File: config.mk
export PLATFORM = sky130hd
export DESIGN_NAME = float_to_fixed
export DESIGN_NICKNAME = d
export VERILOG_FILES = /design/src/rtl/float_pkg.sv /design/src/rtl/float_fix_align.sv /design/src/rtl/float_to_fixed.sv
export SDC_FILE = /design/constraint.sdc
export NUM_CORES = 1
export LEC_CHECK = 0
export CORE_UTILIZATION = 50
export CTS_CLUSTER_SIZE = 8
export DETAILED_ROUTE_END_ITERATION = 16
export PLACE_DENSITY = 0.75
export SYNTH_ARGS = -nofsm -noshare
export SYNTH_HDL_FRONTEND = slang
export SYNTH_HIERARCHICAL = 1
export SYNTH_SLANG_ARGS = --single-unit
File: constraint.sdc
create_clock -name clk -period 4.39 [get_ports clk]
set_input_delay 0.439 -clock clk [delete_from_list [all_inputs] [get_ports clk]]
set_output_delay 0.439 -clock clk [all_outputs]
set_load 0.01 [all_outputs]
File: src/rtl/float_pkg.sv
// -----------------------------------------------------------------------------
// float_pkg
// Shared definitions for the N_MAC float format: field widths, exponent bias,
// reserved exponent, and the 2-bit operand class encoding used by the
// float-to-fixed converter (and future fixed-to-float block).
// Field widths come from the `E_bit / `F_bit macros; float32 defaults are
// provided here when the including flow has not defined them.
// No ports (package).
// -----------------------------------------------------------------------------
`ifndef E_bit
`define E_bit 8
`endif
`ifndef F_bit
`define F_bit 23
`endif

package float_pkg;

  localparam int E_W  = `E_bit;      // exponent field width
  localparam int F_W  = `F_bit;      // fraction field width
  localparam int M_W  = F_W + 1;     // mantissa width including hidden one
  localparam int SH_W = E_W + 2;     // signed shift-amount width

  // Exponent bias and reserved Inf/NaN exponent, derived from the field width.
  localparam logic [E_W-1:0] E_REF = {1'b0, {(E_W-1){1'b1}}};
  localparam logic [E_W-1:0] E_MAX = {E_W{1'b1}};

  typedef enum logic [1:0] {
    CLS_ZERO = 2'd0,
    CLS_NORM = 2'd1,
    CLS_INF  = 2'd2,
    CLS_NAN  = 2'd3
  } fclass_t;

  // Subnormals (e == 0) are flushed to zero.
  function automatic fclass_t classify(input logic [E_W-1:0] e,
                                       input logic [F_W-1:0] f);
    fclass_t c;
    if (e == {E_W{1'b0}}) begin
      c = CLS_ZERO;
    end else if (e == E_MAX) begin
      c = (f != {F_W{1'b0}}) ? CLS_NAN : CLS_INF;
    end else begin
      c = CLS_NORM;
    end
    return c;
  endfunction

endpackage

File: src/rtl/float_fix_align.sv
// -----------------------------------------------------------------------------
// float_fix_align
// Bidirectional barrel shifter placing a float mantissa onto a fixed-point
// grid. A non-negative shift moves left; a negative shift moves right and
// (when FIX_ROUND_NEAREST_EN is defined) exposes the most significant dropped
// bit as the guard bit. Right shifts beyond the mantissa width give zero.
// Purely combinational.
// Ports:
//   mant  in   M_W     mantissa {1, f}
//   sh    in   SH_W    signed shift amount (positive = left)
//   mag   out  O_W+1   aligned magnitude
//   guard out  1       first dropped bit (only with FIX_ROUND_NEAREST_EN)
// -----------------------------------------------------------------------------
module float_fix_align #(
  parameter int O_W  = 32,
  parameter int M_W  = 24,
  parameter int SH_W = 10
) (
  input  logic [M_W-1:0]         mant,
  input  logic signed [SH_W-1:0] sh,
  output logic [O_W:0]           mag
`ifdef FIX_ROUND_NEAREST_EN
  ,
  output logic                   guard
`endif
);

  localparam logic [SH_W-1:0] M_W_SH = SH_W'(M_W);

  logic [O_W:0]      ext_s;
  logic [SH_W-1:0]   nsh_s;
`ifdef FIX_ROUND_NEAREST_EN
  logic [M_W:0]      rsh_s;   // mantissa with one extra low bit to catch guard
`else
  logic [M_W-1:0]    rsh_s;
`endif

  // Select left or right alignment from the sign of the shift amount.
  always_comb begin
    ext_s = {{(O_W+1-M_W){1'b0}}, mant};
    nsh_s = $unsigned(-sh);
`ifdef FIX_ROUND_NEAREST_EN
    rsh_s = {mant, 1'b0} >> nsh_s;
    guard = 1'b0;
`else
    rsh_s = mant >> nsh_s;
`endif
    mag = {(O_W+1){1'b0}};
    if (!sh[SH_W-1]) begin
      mag = ext_s << $unsigned(sh);
    end else if (nsh_s > M_W_SH) begin
      mag = {(O_W+1){1'b0}};
    end else begin
`ifdef FIX_ROUND_NEAREST_EN
      mag   = {{(O_W+1-M_W){1'b0}}, rsh_s[M_W:1]};
      guard = rsh_s[0];
`else
      mag   = {{(O_W+1-M_W){1'b0}}, rsh_s};
`endif
    end
  end

endmodule

File: src/rtl/float_to_fixed.sv
// -----------------------------------------------------------------------------
// float_to_fixed
// Three-stage pipelined converter from the N_MAC float format to signed
// two's-complement fixed point with Q fractional bits. Saturates on overflow
// and Inf, zeroes and flags NaN, flushes subnormals to zero.
// Stages: S0 decode/classify, S1 align (+ optional rounding), S2 sign/saturate.
// The whole pipeline advances together whenever the output register is empty
// or being drained, so throughput is one result per cycle with no bubbles.
// Build option: FIX_ROUND_NEAREST_EN selects round-half-away-from-zero;
// otherwise results are truncated toward zero.
// Ports:
//   clk       in   1            rising-edge clock
//   rst       in   1            asynchronous active-high reset
//   in_valid  in   1            in_data valid
//   in_ready  out  1            converter accepts in_data
//   in_data   in   E_W+F_W+1    float operand {s, e, f}
//   out_valid out  1            out_data valid
//   out_ready in   1            downstream accepts out_data
//   out_data  out  O_W          signed fixed result, Q fractional bits
//   out_ovf   out  1            result saturated (overflow or Inf)
//   out_inv   out  1            input was NaN (out_data is 0)
// -----------------------------------------------------------------------------
module float_to_fixed
  import float_pkg::*;
#(
  parameter int O_W = 32,
  parameter int Q   = 16
) (
  input  logic             clk,
  input  logic             rst,
  input  logic             in_valid,
  output logic             in_ready,
  input  logic [E_W+F_W:0] in_data,
  output logic             out_valid,
  input  logic             out_ready,
  output logic [O_W-1:0]   out_data,
  output logic             out_ovf,
  output logic             out_inv
);

  localparam logic signed [SH_W-1:0] SH_OFF  = SH_W'(Q - F_W);
  localparam logic signed [SH_W-1:0] EOVF_TH = SH_W'(O_W - 1 - Q);
  localparam logic [O_W:0]   LIM_POS = {2'b00, {(O_W-1){1'b1}}};
  localparam logic [O_W:0]   LIM_NEG = {2'b01, {(O_W-1){1'b0}}};
  localparam logic [O_W-1:0] SAT_POS = {1'b0, {(O_W-1){1'b1}}};
  localparam logic [O_W-1:0] SAT_NEG = {1'b1, {(O_W-1){1'b0}}};

  logic adv_s;

  // S0 decode signals
  logic                   in_sign_s;
  logic [E_W-1:0]         in_exp_s;
  logic [F_W-1:0]         in_frac_s;
  logic signed [SH_W-1:0] exp_unb_s;
  logic signed [SH_W-1:0] sh_s;
  logic                   eovf_s;
  logic                   bnd_s;
  fclass_t                cls_s;

  // S0 registers
  logic                   s0_valid_r;
  logic                   s0_sign_r;
  logic [M_W-1:0]         s0_mant_r;
  logic signed [SH_W-1:0] s0_sh_r;
  fclass_t                s0_cls_r;
  logic                   s0_eovf_r;
  logic                   s0_bnd_r;

  // S1 alignment
  logic [O_W:0]           mag_s;
  logic [O_W:0]           mag_rnd_s;
`ifdef FIX_ROUND_NEAREST_EN
  logic                   guard_s;
`endif

  // S1 registers
  logic                   s1_valid_r;
  logic                   s1_sign_r;
  fclass_t                s1_cls_r;
  logic                   s1_eovf_r;
  logic                   s1_bnd_r;
  logic [O_W:0]           s1_mag_r;

  // S2 next-output signals
  logic [O_W:0]           lim_s;
  logic                   exc_s;
  logic [O_W-1:0]         nxt_data_s;
  logic                   nxt_ovf_s;
  logic                   nxt_inv_s;

  // Output registers
  logic                   out_valid_r;
  logic [O_W-1:0]         out_data_r;
  logic                   out_ovf_r;
  logic                   out_inv_r;

  assign adv_s     = !out_valid_r || out_ready;
  assign in_ready  = adv_s;
  assign out_valid = out_valid_r;
  assign out_data  = out_data_r;
  assign out_ovf   = out_ovf_r;
  assign out_inv   = out_inv_r;

  // S0 combinational decode: fields, shift amount, class, overflow hints.
  always_comb begin
    in_sign_s = in_data[E_W+F_W];
    in_exp_s  = in_data[E_W+F_W-1:F_W];
    in_frac_s = in_data[F_W-1:0];
    exp_unb_s = $signed({2'b00, in_exp_s}) - $signed({2'b00, E_REF});
    sh_s      = exp_unb_s + SH_OFF;
    eovf_s    = (exp_unb_s >= EOVF_TH);
    // At exactly the threshold the aligned magnitude still fits, which is
    // what lets -2^(O_W-1-Q) map to the minimum value without saturating.
    bnd_s     = (exp_unb_s == EOVF_TH);
    cls_s     = classify(in_exp_s, in_frac_s);
  end

  // S0 pipeline register.
  always_ff @(posedge clk or posedge rst) begin
    if (rst) begin
      s0_valid_r <= 1'b0;
      s0_sign_r  <= 1'b0;
      s0_mant_r  <= {M_W{1'b0}};
      s0_sh_r    <= {SH_W{1'b0}};
      s0_cls_r   <= CLS_ZERO;
      s0_eovf_r  <= 1'b0;
      s0_bnd_r   <= 1'b0;
    end else if (adv_s) begin
      s0_valid_r <= in_valid;
      s0_sign_r  <= in_sign_s;
      s0_mant_r  <= {1'b1, in_frac_s};
      s0_sh_r    <= sh_s;
      s0_cls_r   <= cls_s;
      s0_eovf_r  <= eovf_s;
      s0_bnd_r   <= bnd_s;
    end
  end

  float_fix_align #(
    .O_W  (O_W),
    .M_W  (M_W),
    .SH_W (SH_W)
  ) u_align (
    .mant  (s0_mant_r),
    .sh    (s0_sh_r),
    .mag   (mag_s)
`ifdef FIX_ROUND_NEAREST_EN
    ,
    .guard (guard_s)
`endif
  );

  // S1 rounding: add the guard bit (half away from zero) or pass through.
  always_comb begin
`ifdef FIX_ROUND_NEAREST_EN
    mag_rnd_s = mag_s + {{O_W{1'b0}}, guard_s};
`else
    mag_rnd_s = mag_s;
`endif
  end

  // S1 pipeline register.
  always_ff @(posedge clk or posedge rst) begin
    if (rst) begin
      s1_valid_r <= 1'b0;
      s1_sign_r  <= 1'b0;
      s1_cls_r   <= CLS_ZERO;
      s1_eovf_r  <= 1'b0;
      s1_bnd_r   <= 1'b0;
      s1_mag_r   <= {(O_W+1){1'b0}};
    end else if (adv_s) begin
      s1_valid_r <= s0_valid_r;
      s1_sign_r  <= s0_sign_r;
      s1_cls_r   <= s0_cls_r;
      s1_eovf_r  <= s0_eovf_r;
      s1_bnd_r   <= s0_bnd_r;
      s1_mag_r   <= mag_rnd_s;
    end
  end

  // S2 sign application and saturation.
  always_comb begin
    lim_s      = s1_sign_r ? LIM_NEG : LIM_POS;
    exc_s      = s1_sign_r && s1_bnd_r && (s1_mag_r == LIM_NEG);
    nxt_data_s = {O_W{1'b0}};
    nxt_ovf_s  = 1'b0;
    nxt_inv_s  = 1'b0;
    case (s1_cls_r)
      CLS_NAN: begin
        nxt_inv_s = 1'b1;
      end
      CLS_INF: begin
        nxt_data_s = s1_sign_r ? SAT_NEG : SAT_POS;
        nxt_ovf_s  = 1'b1;
      end
      CLS_ZERO: begin
        nxt_data_s = {O_W{1'b0}};
      end
      CLS_NORM: begin
        if ((s1_eovf_r && !exc_s) || (s1_mag_r > lim_s)) begin
          nxt_data_s = s1_sign_r ? SAT_NEG : SAT_POS;
          nxt_ovf_s  = 1'b1;
        end else if (s1_sign_r) begin
          // A zero magnitude negates to zero, so no negative zero appears.
          nxt_data_s = {O_W{1'b0}} - s1_mag_r[O_W-1:0];
        end else begin
          nxt_data_s = s1_mag_r[O_W-1:0];
        end
      end
      default: begin
        nxt_data_s = {O_W{1'b0}};
      end
    endcase
  end

  // Output register; holds its contents while stalled.
  always_ff @(posedge clk or posedge rst) begin
    if (rst) begin
      out_valid_r <= 1'b0;
      out_data_r  <= {O_W{1'b0}};
      out_ovf_r   <= 1'b0;
      out_inv_r   <= 1'b0;
    end else if (adv_s) begin
      out_valid_r <= s1_valid_r;
      out_data_r  <= nxt_data_s;
      out_ovf_r   <= nxt_ovf_s;
      out_inv_r   <= nxt_inv_s;
    end
  end

endmodule

==> impl_metrics.yaml, run 1 <==
status:
  outcome: "complete, no violations"
final_layout:
  drive_gt1_frac: 0.104
  finalNetCount: 1311
  multiInputGateArea_um2: 6360
  stdcell_area_um2: 11100
  antenna_cells: 0
  fill_cells: 1790
  area_growth_pct: 14.3
  regArea_um2: 2850
critical_path:
  crit_path_end_kind: "flop"
  endpoint: "out_data[0]$_DFFE_PP0P_"
  path_max_fanout: 19
  timing.rr.start: "s1_mag_r[11]$_DFFE_PP0P_"
  cp-startpoint: "s1_mag_r[11]$_DFFE_PP0P_"
  ff2ff_setup_slack_ns: 0.96
  startpoint_type: "flop"
  r2r_cells: 8
  r2r-end: "out_data[0]$_DFFE_PP0P_"
  required_ns: 4.66
  arrival_ns: 3.70
  crit_type: "flop to flop"
yosys:
  synth-simple-area-share: 0.263
  synth_area_per_cell_um2: 8.05
  synth.most_common_cell: "nand2_1"
  synth-edff-count: 0
  yosys.area_share.xor_xnor: 0.0180
  synth_area_leaders: "dfrtp_1 29%, nand2_1 11%, mux4_2 5.6%, ha_1 5.3%, mux2i_1 4.9%"
  synth_top_family_by_area: "simple AND/OR/NAND/NOR gates"
  async_reset_ff_frac: 1.00
  synthAdderAreaFrac: 0.0528
  synth_ff_type: "dfrtp_1"
  synth_compound_area_frac: 0.179
  synth_seq_area_share: 0.293
  yosysUniqueCellTypes: 80
  synth-seq-cells: 114
  syn-cell-area_um2: 9720
  muxShareOfSynthArea: 0.141
  syn_nets: 1285
  syn_inst: 1208
  ys_top_cells_by_count: "292 x nand2_1, 114 x dfrtp_1, 73 x nor2_1"
  synth_warnings: 6
  yosysTopAreaCell: "dfrtp_1"
  yosysTopAreaCellShare: 0.293
power:
  power_frac_seq: 0.242
  powerDensity_nw_per_um2: 581
  p_clk_frac: 0.205
  p_sw_mw: 2.95
  combPwrFrac: 0.553
  p_sw_frac: 0.457
  peakVddDrop_mv: 0.310
  internal_power_mw: 3.51
  p_leak_nw: 4.89
clocking:
  postCtsHoldBufs: 0
  clock_latency_ns: 0.42
  cts_resized: 0
  clkSlewWorstSetupHoldPaths_ns: 0.06
  cts-root-buf: "clkbuf_16"
  htreeDepth: 4
  cts.sinks: 114
  post_cts_buffers: 0
  cts_buffer_depth: 2
  numCtsBuffers: 17
  cts_tree: "built"
floorplan:
  initial_core_util: 0.515
  ioPinCount: 72
  rows: 50
  die_y_um: 141
  die-area_um2: 20000
  core_um2: 18900
  die_x_um: 141
sta:
  clock.fmax_ghz: 0.292
  post-route-period-util: 0.781
  setup_viol_count_final: 0
  grt_setup_unrepaired: "false"
  worst_pin_slew_ns: 0.967
  final.setup_skew_ns: 0.0157
  finalMaxSlewViolations: 0
  relSlewSlack: 0.356
  hold_slack_ns: 0.471
  post-route-min-period_ns: 3.43
  tns_ns: 0
  hold_viol: 0
grt:
  grt-busiest-layer: "met2"
  grt.total_usage: 0.299
  grt_pass1_vias: 8750
  grt_pass1_wl_mm: 47.1
  grt_overflow: 0
  use_met1: 0.408
  globalRouteMet3Util: 0.0402
  met2_usage: 0.487
  grt_start_max_net_pins: 86
  antenna_found_initial: 0
route:
  drt_iter0_drc: 972
  viasPerCell: 6.27
  vias: 9452
  wl_per_cell_um: 19.2
  ant_nets: 0
  drt_first_pass_iters: 6
  routed_wl_mm: 28.9
  drc: 0
place:
  place.gp.congestion: 0.976
  postPlaceCellArea_um2: 10600
  dpl.hpwl_mm: 21.0
  portBuffers: 71
flow_run:
  drv_cap: 0
min_path:
  hold_path.class: "flop to flop"
-- worst max-delay path, cell delays in order, from the launching register on --
cell and delay [ns]:
dfrtp_1 0.48, or4_4 0.60, nor4_4 0.18, and3_1 0.39, or3b_1 0.44, o31ai_2 0.22
o21ai_2 0.23, a21oi_4 0.53, o311ai_1 0.19
-- power by group through the flow --
| stage | clock [mW] | sequential (mW) | combinational [mW] |
|---|---|---|---|
| 4_1_cts | 1.33 | 1.56 | 3.49 |
| 2_1_floorplan | 0 | 1.55 | 2.49 |
| 3_5_place_dp | 0 | 1.57 | 3.47 |
| 5_1_grt | 1.38 | 1.59 | 3.85 |
| 3_3_place_gp | 0 | 1.57 | 3.42 |
| 6_report | 1.32 | 1.56 | 3.58 |
-- registers in the layout (all words and copies together) (netlist names) --
| signal | flops |
|---|---|
| out_data | 32 |
| out_inv | 1 |
| out_ovf | 1 |
| out_valid | 1 |
| s0_bnd_r | 1 |
| s0_cls_r | 2 |
| s0_eovf_r | 1 |
| s0_mant_r | 24 |
| s0_sh_r | 10 |
| s0_sign_r | 1 |
| s0_valid_r | 1 |
| s1_bnd_r | 1 |
| s1_cls_r | 2 |
| s1_eovf_r | 1 |
| s1_mag_r | 33 |
| s1_sign_r | 1 |
| s1_valid_r | 1 |
-- layer usage --
metal,up-vias,wire length (um)
met2,409,13600
met3,52,1880
met1,4560,12700
met5,-,0
li1,4431,-
met4,0,777
-- area by class of cell --
cell class / count / area share
repair buffers: 97 / 0.0837
inverters: 23 / 0.00799
flip-flops and latches: 114 / 0.257
clock buffers: 18 / 0.0386
well taps: 260 / 0.0293
clock inverters: 14 / 0.0117
multi-input cells: 981 / 0.572
-- through the flow --
step	util	total power, mW	setup WS (ns)	cells
6_report	0.589	6.46	0.963	1507
4_1_cts	0.589	6.38	1.00	1507
2_1_floorplan	-	4.04	0.707	1208
5_1_grt	0.589	6.82	0.807	1507
3_3_place_gp	0.559	4.99	1.07	1475
3_5_place_dp	0.559	5.04	1.04	1475
-- worst min-delay path by stage --
stage / startpoint / to / slack (ns) / depth (start not counted)
floorplan: s1_valid_r$_DFFE_PP0P_ / s1_valid_r$_DFFE_PP0P_ / 0.43 / 2
global placement: s1_valid_r$_DFFE_PP0P_ / s1_valid_r$_DFFE_PP0P_ / 0.44 / 2
detailed placement: s1_valid_r$_DFFE_PP0P_ / out_valid$_DFFE_PP0P_ / 0.46 / 1
CTS: s1_valid_r$_DFFE_PP0P_ / out_valid$_DFFE_PP0P_ / 0.47 / 1
global route: s1_valid_r$_DFFE_PP0P_ / out_valid$_DFFE_PP0P_ / 0.50 / 1
finish: s1_valid_r$_DFFE_PP0P_ / out_valid$_DFFE_PP0P_ / 0.47 / 1
-- cell families (layout without fill, tap and decap cells) --
logic type | after synthesis | after routing
fa+ha+maj | 41 | 41
buf+inv | 113 | 152
flops | 114 | 114
mux | 102 | 102
simple gates | 557 | 557
compound gates | 261 | 261
xor+xnor | 20 | 20
-- cell usage in the layout (no fill, tap or decap), types with 14 or more instances in the layout --
cell             instances
mux4_2                  24
nor2_1                  73
mux2i_1                 48
nand2_1                292
or3_1                   29
dfrtp_1                113
buf_4                   24
ha_1                    41
clkdlybuf4s50_1         71
nor3_1                  33
a22oi_1                 23
nand3_1                 57
nor4_1                  14
o21ai_0                 41
inv_1                   18
a21oi_1                 66
a31oi_1                 20
mux2_2                  25
clkbuf_16               17
No activity file was read; power rests on OpenSTA's default activity.
==> inputs of run 2 (changes only) <==
clock period = 3.3 ns   (was 4.39 ns; I/O delays follow)
==> run 2 against run 1 <==
  * Clock-buffer cell count stayed put
  * Utilization is 1.4 points higher
  * Cell count is 1.5% higher
  * Register-to-register slack worse by 0.73 ns
  * Die area stayed put
  * Sequential power is 35% higher
  * Flip-flop and latch count stayed put
  * Worst hold slack worse by 0.15 ns
  * Fmax is 12% higher
  * Non-clock buffer count is 22 higher
  * Largest power group unchanged
  * Largest cell class unchanged
  * First-iteration DRC count is 7.7% higher
  * Clock power is 51% higher
==> impl_metrics.yaml, run 2 (synthesis results as in run 1) <==
clocking:
  numCtsBuffers: 17
  cts_resized: 0
  post_cts_buffers: 0
  clkSlewWorstSetupHoldPaths_ns: 0.06
  htreeDepth: 4
  cts.sinks: 114
  cts_buffer_depth: 2
  cts-root-buf: "clkbuf_16"
  postCtsHoldBufs: 0
  clock_latency_ns: 0.43
  cts_tree: "built"
route:
  viasPerCell: 6.22
  drt_first_pass_iters: 6
  dr_wl_met2_mm: 13.1
  ant_nets: 0
  routed_wl_mm: 28.8
  met1_length_mm: 12.7
  top_layer: "met4"
  vias: 9516
  wl_per_cell_um: 18.8
  drc: 0
  wl_met3_mm: 1.98
  drt_iter0_drc: 1047
critical_path:
  required_ns: 3.60
  path_max_fanout: 10
  crit_type: "flop to flop"
  arrival_ns: 3.37
  cp-startpoint: "s1_mag_r[22]$_DFFE_PP0P_"
  crit_path_end_kind: "flop"
  ff2ff_setup_slack_ns: 0.23
  startpoint_type: "flop"
  timing.rr.start: "s1_mag_r[22]$_DFFE_PP0P_"
status:
  outcome: "complete, no violations"
power:
  powerDensity_nw_per_um2: 782
  power_frac_seq: 0.236
  internal_power_mw: 4.93
  p_leak_nw: 5.04
  p_clk_frac: 0.224
  total_power_mw: 8.90
  p_sw_mw: 3.96
  combPwrFrac: 0.541
  peakVddDrop_mv: 0.454
  p_sw_frac: 0.445
final_layout:
  stdcell_area_um2: 11400
  drive_gt1_frac: 0.122
  multiInputGateArea_um2: 6360
  final_cell_count_no_fill: 1529
  finalNetCount: 1333
  antenna_cells: 0
  top_register: "s1_mag_r"
  area_growth_pct: 17.0
  largest_reg_flops: 33
  mostFrequentLayoutCells: "292 x nand2_1, 112 x dfrtp_1, 72 x nor2_1, 71 x clkdlybuf4s50_1, 66 x a21oi_1"
  fill_cells: 1671
  post-route-util: 0.602
  regArea_um2: 2860
  final_common_cell: "nand2_1"
floorplan:
  die_x_um: 141
  die_y_um: 141
  rows: 50
  die-area_um2: 20000
  core_um2: 18900
  ioPinCount: 72
  initial_core_util: 0.515
grt:
  grt_pass1_wl_mm: 47.9
  antenna_found_initial: 0
  grt_pass1_vias: 9005
  grt.total_usage: 0.304
  grt_start_max_net_pins: 89
  grt_overflow: 0
sta:
  post-route-period-util: 0.930
  finalMaxSlewViolations: 0
  grt_setup_unrepaired: "false"
  worst_pin_slew_ns: 0.745
  hold_viol: 0
  setup_viol_count_final: 0
  setup_ws_ns: 0.231
  relSlewSlack: 0.500
  post-route-min-period_ns: 3.07
  final.setup_skew_ns: 0.0176
  clock.fmax_ghz: 0.326
min_path:
  hold_path.class: "input port to async pin"
place:
  place.gp.congestion: 1.00
  portBuffers: 71
  placed_cells: 1497
  post-place-ws_ns: 0.318
  postPlaceCellArea_um2: 10700
  dpl.hpwl_mm: 20.8
flow_run:
  drv_cap: 0
[run 2: metrics by stage]
stage,setup TNS (ns),hold slack (ns)
detailed placement,0,0.455
finish,0,0.324
floorplan,-0.0343,0.430
global placement,0,0.445
global route,0,0.389
CTS,0,0.344
[run 2: layout make-up]
cell class / instances / area share
Clock buffer: 18 / 0.0386
Clock inverter: 14 / 0.0169
Inverter: 23 / 0.00792
Multi-Input combinational cell: 981 / 0.559
Sequential cell: 114 / 0.251
Tap cell: 260 / 0.0286
Timing Repair Buffer: 119 / 0.0975
[run 2: path summary, 6_finish.rpt]
kind / endpoint / cells past startpoint
min: out_data[22]$_DFFE_PP0P_ / 2
min reg2reg: s1_valid_r$_DFFE_PP0P_ / 2
max: out_data[14]$_DFFE_PP0P_ / 9
min in group clk: s0_valid_r$_DFFE_PP0P_ / 3
max reg2reg: out_data[14]$_DFFE_PP0P_ / 9
max in group asynchronous: s0_sh_r[0]$_DFFE_PP0P_ / 3
[run 2: critical path, stage by stage (launching register included)]
cell	delay (ns)
dfrtp_1	0.46
or4_1	0.52
nor3_1	0.21
nand2b_1	0.19
or3b_1	0.46
o31ai_2	0.24
o21ai_2	0.18
a21oi_4	0.36
buf_4	0.25
nand3_1	0.09
[run 2: metal layers]
metal  up-vias  global-route usage
met1      4519               0.423
met4         0               0.134
met2       420               0.471
met3        73              0.0456
met5         -                   0
li1       4504                   -
[run 2: power by group through the flow]
| stage | registers (mW) | logic (mW) | clock network [mW] |
|---|---|---|---|
| after floorplan | 2.07 | 3.32 | 0 |
| after global placement | 2.09 | 4.63 | 0 |
| after detailed placement | 2.11 | 4.68 | 0 |
| after CTS | 2.08 | 4.72 | 2.01 |
| after global routing | 2.14 | 5.23 | 2.07 |
| final | 2.10 | 4.81 | 1.99 |
==> RTL edit 1: new RTL, settings of run 1 <==
The option `FIX_ROUND_NEAREST_EN` is turned on by a define.
--- a/src/rtl/float_fix_align.sv
+++ b/src/rtl/float_fix_align.sv
@@ -11,6 +11,8 @@
 //   mag   out  O_W+1   aligned magnitude
 //   guard out  1       first dropped bit (only with FIX_ROUND_NEAREST_EN)
 // -----------------------------------------------------------------------------
+`define FIX_ROUND_NEAREST_EN
+
 module float_fix_align #(
   parameter int O_W  = 32,
   parameter int M_W  = 24,
Check against the original RTL: not equivalent (Yosys sat finds a counterexample within 4 cycles, from zero or initial values and one cycle with rst high).
==> RTL edit 1 against run 1 <==
- die area grew 4.8%
- setup slack lost 0.60 ns
- wire length grew 6.7%
- synthesized cell count grew 3.5%
- total power grew 9.0%
- synthesized area grew 4.9%
- clock skew grew 0.0017 ns
- sequential cell count is the same
- design area grew 6.3%
- critical path type unchanged
- largest cell class unchanged
- highest routed layer unchanged
==> RTL edit 1: results (changes against run 1) <==
run status=finished clean; smallest hold slack=0.465 ns (-0.00591 ns); net switching power=3110 uW (+5.3%); Post-Place Cells=1,544 (+4.7%); total number of nets in the final design=1,377 (+5.0%); post-CTS setup buffer count=0 (unchanged); global-route wire length before repair=49,800 um (+5.8%); pin count of the biggest net entering global routing=121 (+41%); Final GP Congestion=1.01 (+3.9%); number of antenna violations at the first check in global routing=0 (unchanged); GRT Total Usage=31.0% (+1.1 points); met1 global-route usage=40.0% (-0.78 points); sequential area share after synthesis=28.0% (-1.4 points); post-synth cell types=86 (+7.5%); Placement Setup Slack=0.371 ns (-0.668 ns); post-route clock skew=0.0174 ns (+0.00171 ns); via count=9,882 (+4.5%); post-synthesis net count=1,329 (+3.4%); count of TritonRoute iterations in the first routing pass=7 (+1); worst-case setup margin in the final layout=0.361 ns (-0.602 ns); commonest cells in the synthesized netlist=sky130_fd_sc_hd__nand2_1 (272), sky130_fd_sc_hd__dfrtp_1 (114), sky130_fd_sc_hd__nor2_1 (79); Post-Syn Area per Cell=8.16 um^2 (+1.4%); Max transition margin=45.4% (+9.8 points); Worst Path Arrival=4.37 ns (+0.67 ns); Routed WL per cell=19.6 um (+2.1%); fillers=1,754 (-2.0%); largest vdd supply drop=0.462 mV (+49%); met3 usage=5.50% (+1.5 points); average via count per standard cell=6.27 (about the same); clock latency on the worst-skew pair=0.42 ns (about the same); flip-flop count of the largest register after layout=33 (unchanged); share of cells above drive strength 1=10.8% (+0.41 points); met2 capacity usage during global routing=50.8% (+2.1 points); top cells by area, synth=sky130_fd_sc_hd__dfrtp_1 (28%), sky130_fd_sc_hd__nand2_1 (10%), sky130_fd_sc_hd__mux2i_1 (6.1%); crit-path max FO=29 (+10); placement-stage cell area=0.0112 mm^2 (+5.9%); number of global-route vias before repair=9,297 (+6.3%); detailed placement HPWL=23,500 um (+12%); Initial DRC Count=1,000 (+2.9%)
## RTL edit 1: worst paths after layout
kind | startpoint | endpoint | depth (start not counted)
max | s0_sh_r[0]$_DFFE_PP0P_ | s1_mag_r[30]$_DFFE_PP0P_ | 19
min reg2reg | s1_valid_r$_DFFE_PP0P_ | s1_valid_r$_DFFE_PP0P_ | 2
min | s1_valid_r$_DFFE_PP0P_ | s1_valid_r$_DFFE_PP0P_ | 2
min in group asynchronous | rst | out_data[27]$_DFFE_PP0P_ | 2
max in group asynchronous | rst | out_data[20]$_DFFE_PP0P_ | 3
max reg2reg | s0_sh_r[0]$_DFFE_PP0P_ | s1_mag_r[30]$_DFFE_PP0P_ | 19
## RTL edit 1: kinds of logic after synthesis
kind of cell / Yosys count / share of synthesized area [%]
adder cells (fa/ha/maj): 43 / 5.27
AO/OA/AOI/OAI: 277 / 18.0
buffers and inverters: 103 / 4.80
XOR/XNOR: 50 / 4.48
multiplexers: 108 / 13.6
flip-flops: 114 / 28.0
AND/OR/NAND/NOR: 555 / 25.8
## RTL edit 1: area by class of cell
class	instances	area (um^2)	share of cell area, %
Multi-Input combinational cell	1033	6890	58.3
Clock inverter	10	181	1.53
Timing Repair Buffer	106	998	8.45
Sequential cell	114	2850	24.1
Tap cell	265	332	2.81
Inverter	26	100	0.847
Clock buffer	21	460	3.90
## RTL edit 1: power by group through the flow
stage	Combinational [uW]	Clock [uW]	Sequential (uW)
2_1_floorplan	2640	0	1610
3_3_place_gp	3750	0	1640
3_5_place_dp	3770	0	1660
4_1_cts	3790	1540	1640
5_1_grt	4190	1590	1690
6_report	3870	1530	1650
## RTL edit 1: per-layer routing
layer  vias up  part of all wire, %
met1      4672                   42
met2       429                   47
met4         0                  4.2
met3        98                  6.6
met5         -                    0
li1       4683                    -
## RTL edit 1: worst max-delay path, cell delays in order, from the launching register on
cell	delay (ns)
sky130_fd_sc_hd__dfrtp_2	0.39
sky130_fd_sc_hd__inv_2	0.06
sky130_fd_sc_hd__ha_4	0.50
sky130_fd_sc_hd__buf_4	0.28
sky130_fd_sc_hd__mux2i_1	0.13
sky130_fd_sc_hd__mux2i_1	0.20
sky130_fd_sc_hd__nor2b_1	0.18
sky130_fd_sc_hd__a311o_1	0.16
sky130_fd_sc_hd__o211ai_1	0.11
sky130_fd_sc_hd__o211ai_1	0.13
sky130_fd_sc_hd__ha_1	0.22
sky130_fd_sc_hd__ha_1	0.19
sky130_fd_sc_hd__nand3_1	0.14
sky130_fd_sc_hd__nor2_1	0.21
sky130_fd_sc_hd__nand2_1	0.13
sky130_fd_sc_hd__nor2_2	0.26
sky130_fd_sc_hd__and2_1	0.23
sky130_fd_sc_hd__nand3_1	0.11
sky130_fd_sc_hd__xor2_1	0.16
sky130_fd_sc_hd__o21ai_0	0.14
==> RTL edit 2: new RTL, flow settings as in run 1 <==
Made on the original files. Re-encode `fclass_t` (4 values) as one-hot, 4 bits wide.
--- a/src/rtl/float_pkg.sv
+++ b/src/rtl/float_pkg.sv
@@ -25,11 +25,11 @@
   localparam logic [E_W-1:0] E_REF = {1'b0, {(E_W-1){1'b1}}};
   localparam logic [E_W-1:0] E_MAX = {E_W{1'b1}};
 
-  typedef enum logic [1:0] {
-    CLS_ZERO = 2'd0,
-    CLS_NORM = 2'd1,
-    CLS_INF  = 2'd2,
-    CLS_NAN  = 2'd3
+  typedef enum logic [3:0] {
+    CLS_ZERO = 4'b0001,
+    CLS_NORM = 4'b0010,
+    CLS_INF  = 4'b0100,
+    CLS_NAN  = 4'b1000
   } fclass_t;
 
   // Subnormals (e == 0) are flushed to zero.
Check against the original RTL: no difference found for any inputs over 4 cycles, from zero or initial values and one cycle with rst high; so few cycles prove little.
==> RTL edit 2 against run 1 <==
- sequential cell count is 4 higher
- total power is 1.5% higher
- die area is 2.9% lower
- via count is 5.8% lower
- clock power is 12% higher
- synthesized cell count is 5.2% lower
- setup slack worse by 0.50 ns
- combinational power is 6% lower
- design area is 2.6% lower
- synthesized area is 2.9% lower
- largest power group unchanged
- wire length is 8.3% lower
- sequential share of layout area is 1.7 points higher
==> RTL edit 2: results (changes against run 1) <==
CP Capture Point=out_data[13]$_DFFE_PP0P_; worst-case reg-to-reg path depth=10 (+2); placement-stage cell area=0.0102 mm^2 (-3.3%); pin count of the biggest net entering global routing=91 (+5.8%); number of global-route vias before repair=8,254 (-5.7%); sequential group share of total power=25.8% (+1.6 points); post-synthesis share of cell area spent on xor and xnor gates=4.17% (+2.4 points); Post-Syn Area per Cell=8.25 um^2 (+2.4%); commonest cells in the synthesized netlist=sky130_fd_sc_hd__nand2_1 (293), sky130_fd_sc_hd__dfrtp_1 (116), sky130_fd_sc_hd__nor2_1 (90); multi-input combinational area share=56.1% (-1.1 points); Worst Path Arrival=4.22 ns (+0.52 ns); Placement Setup Slack=0.241 ns (-0.798 ns); number of stages on the worst hold path=2 (+1); flops & latches, synth=118 (+3.5%); post-route clock skew=0.0160 ns (+0.000260 ns); Signal inverters=16 (-30%); average via count per standard cell=6.29 (+0.23%); layout multi-input combinational cell count=935 (-4.7%); Initial DRC Count=1,033 (+6.3%); detailed placement HPWL=18,800 um (-10%); Comb pwr share=51.5% (-3.8 points); leakage=0.00477 uW (-2.4%); run status=finished clean; largest vdd supply drop=0.304 mV (-1.9%); total design power=6560 uW (+1.5%); Non-clk bufs=87 (-10%); GRT Total Usage=28.3% (-1.6 points); stage delay of the slowest cell on the critical path=0.85 ns (+0.25 ns); Critical Path Slowest Stage Cell=sky130_fd_sc_hd__dfrtp_2; worst-case hold path end point=s1_cls_r[0]$_DFFE_PP1P_; Site Rows=49 (-2.0%); internal reg-to-reg setup slack=0.46 ns (-0.50 ns); share of cells above drive strength 1=10.9% (+0.52 points); multiplexer area fraction after synthesis=13.6% (-0.41 points); top cells by area, synth=sky130_fd_sc_hd__dfrtp_1 (31%), sky130_fd_sc_hd__nand2_1 (12%), sky130_fd_sc_hd__mux4_2 (5.7%); sequential area share after synthesis=31.3% (+2.0 points); Post-Place Cells=1,385 (-6.1%); Int Power=3710 uW (+5.6%); beginning of the worst hold path=s0_cls_r[0]$_DFFE_PP1P_; clock buffer count in the final layout=19 (+1); Routed WL per cell=18.7 um (-2.4%); fillers=1,594 (-11%); share of the synthesized area in compound gates (AO/OA/AOI/OAI)=16.9% (-1.0 points); Max transition margin=19.0% (-17 points); fraction of area in non-clock buffers=7.67% (-0.70 points); area share of fa/ha/maj cells after synthesis=5.04% (-0.24 points); post-synthesis net count=1,219 (-5.1%)
## RTL edit 2: changes by cell type after synthesis, moves of 6 or more
cell and change:
sky130_fd_sc_hd__a21oi_1 -20, sky130_fd_sc_hd__a22oi_1 -16, sky130_fd_sc_hd__a31oi_1 -6, sky130_fd_sc_hd__clkbuf_1 -12, sky130_fd_sc_hd__mux2i_1 -9, sky130_fd_sc_hd__nand3_1 -27, sky130_fd_sc_hd__nor2_1 +17, sky130_fd_sc_hd__nor3_1 -13
sky130_fd_sc_hd__o22ai_1 +28, sky130_fd_sc_hd__o31ai_1 +7, sky130_fd_sc_hd__or3_1 -20, sky130_fd_sc_hd__xnor2_1 +25
## RTL edit 2: metal layers
| metal | up-vias | wire (um) | global-route usage [%] |
|---|---|---|---|
| met2 | 387 | 12200 | 44.8 |
| met3 | 66 | 1800 | 3.82 |
| met5 | - | 0 | 0 |
| met4 | 0 | 695 | 10.1 |
| met1 | 4283 | 11800 | 39.6 |
| li1 | 4172 | - | - |
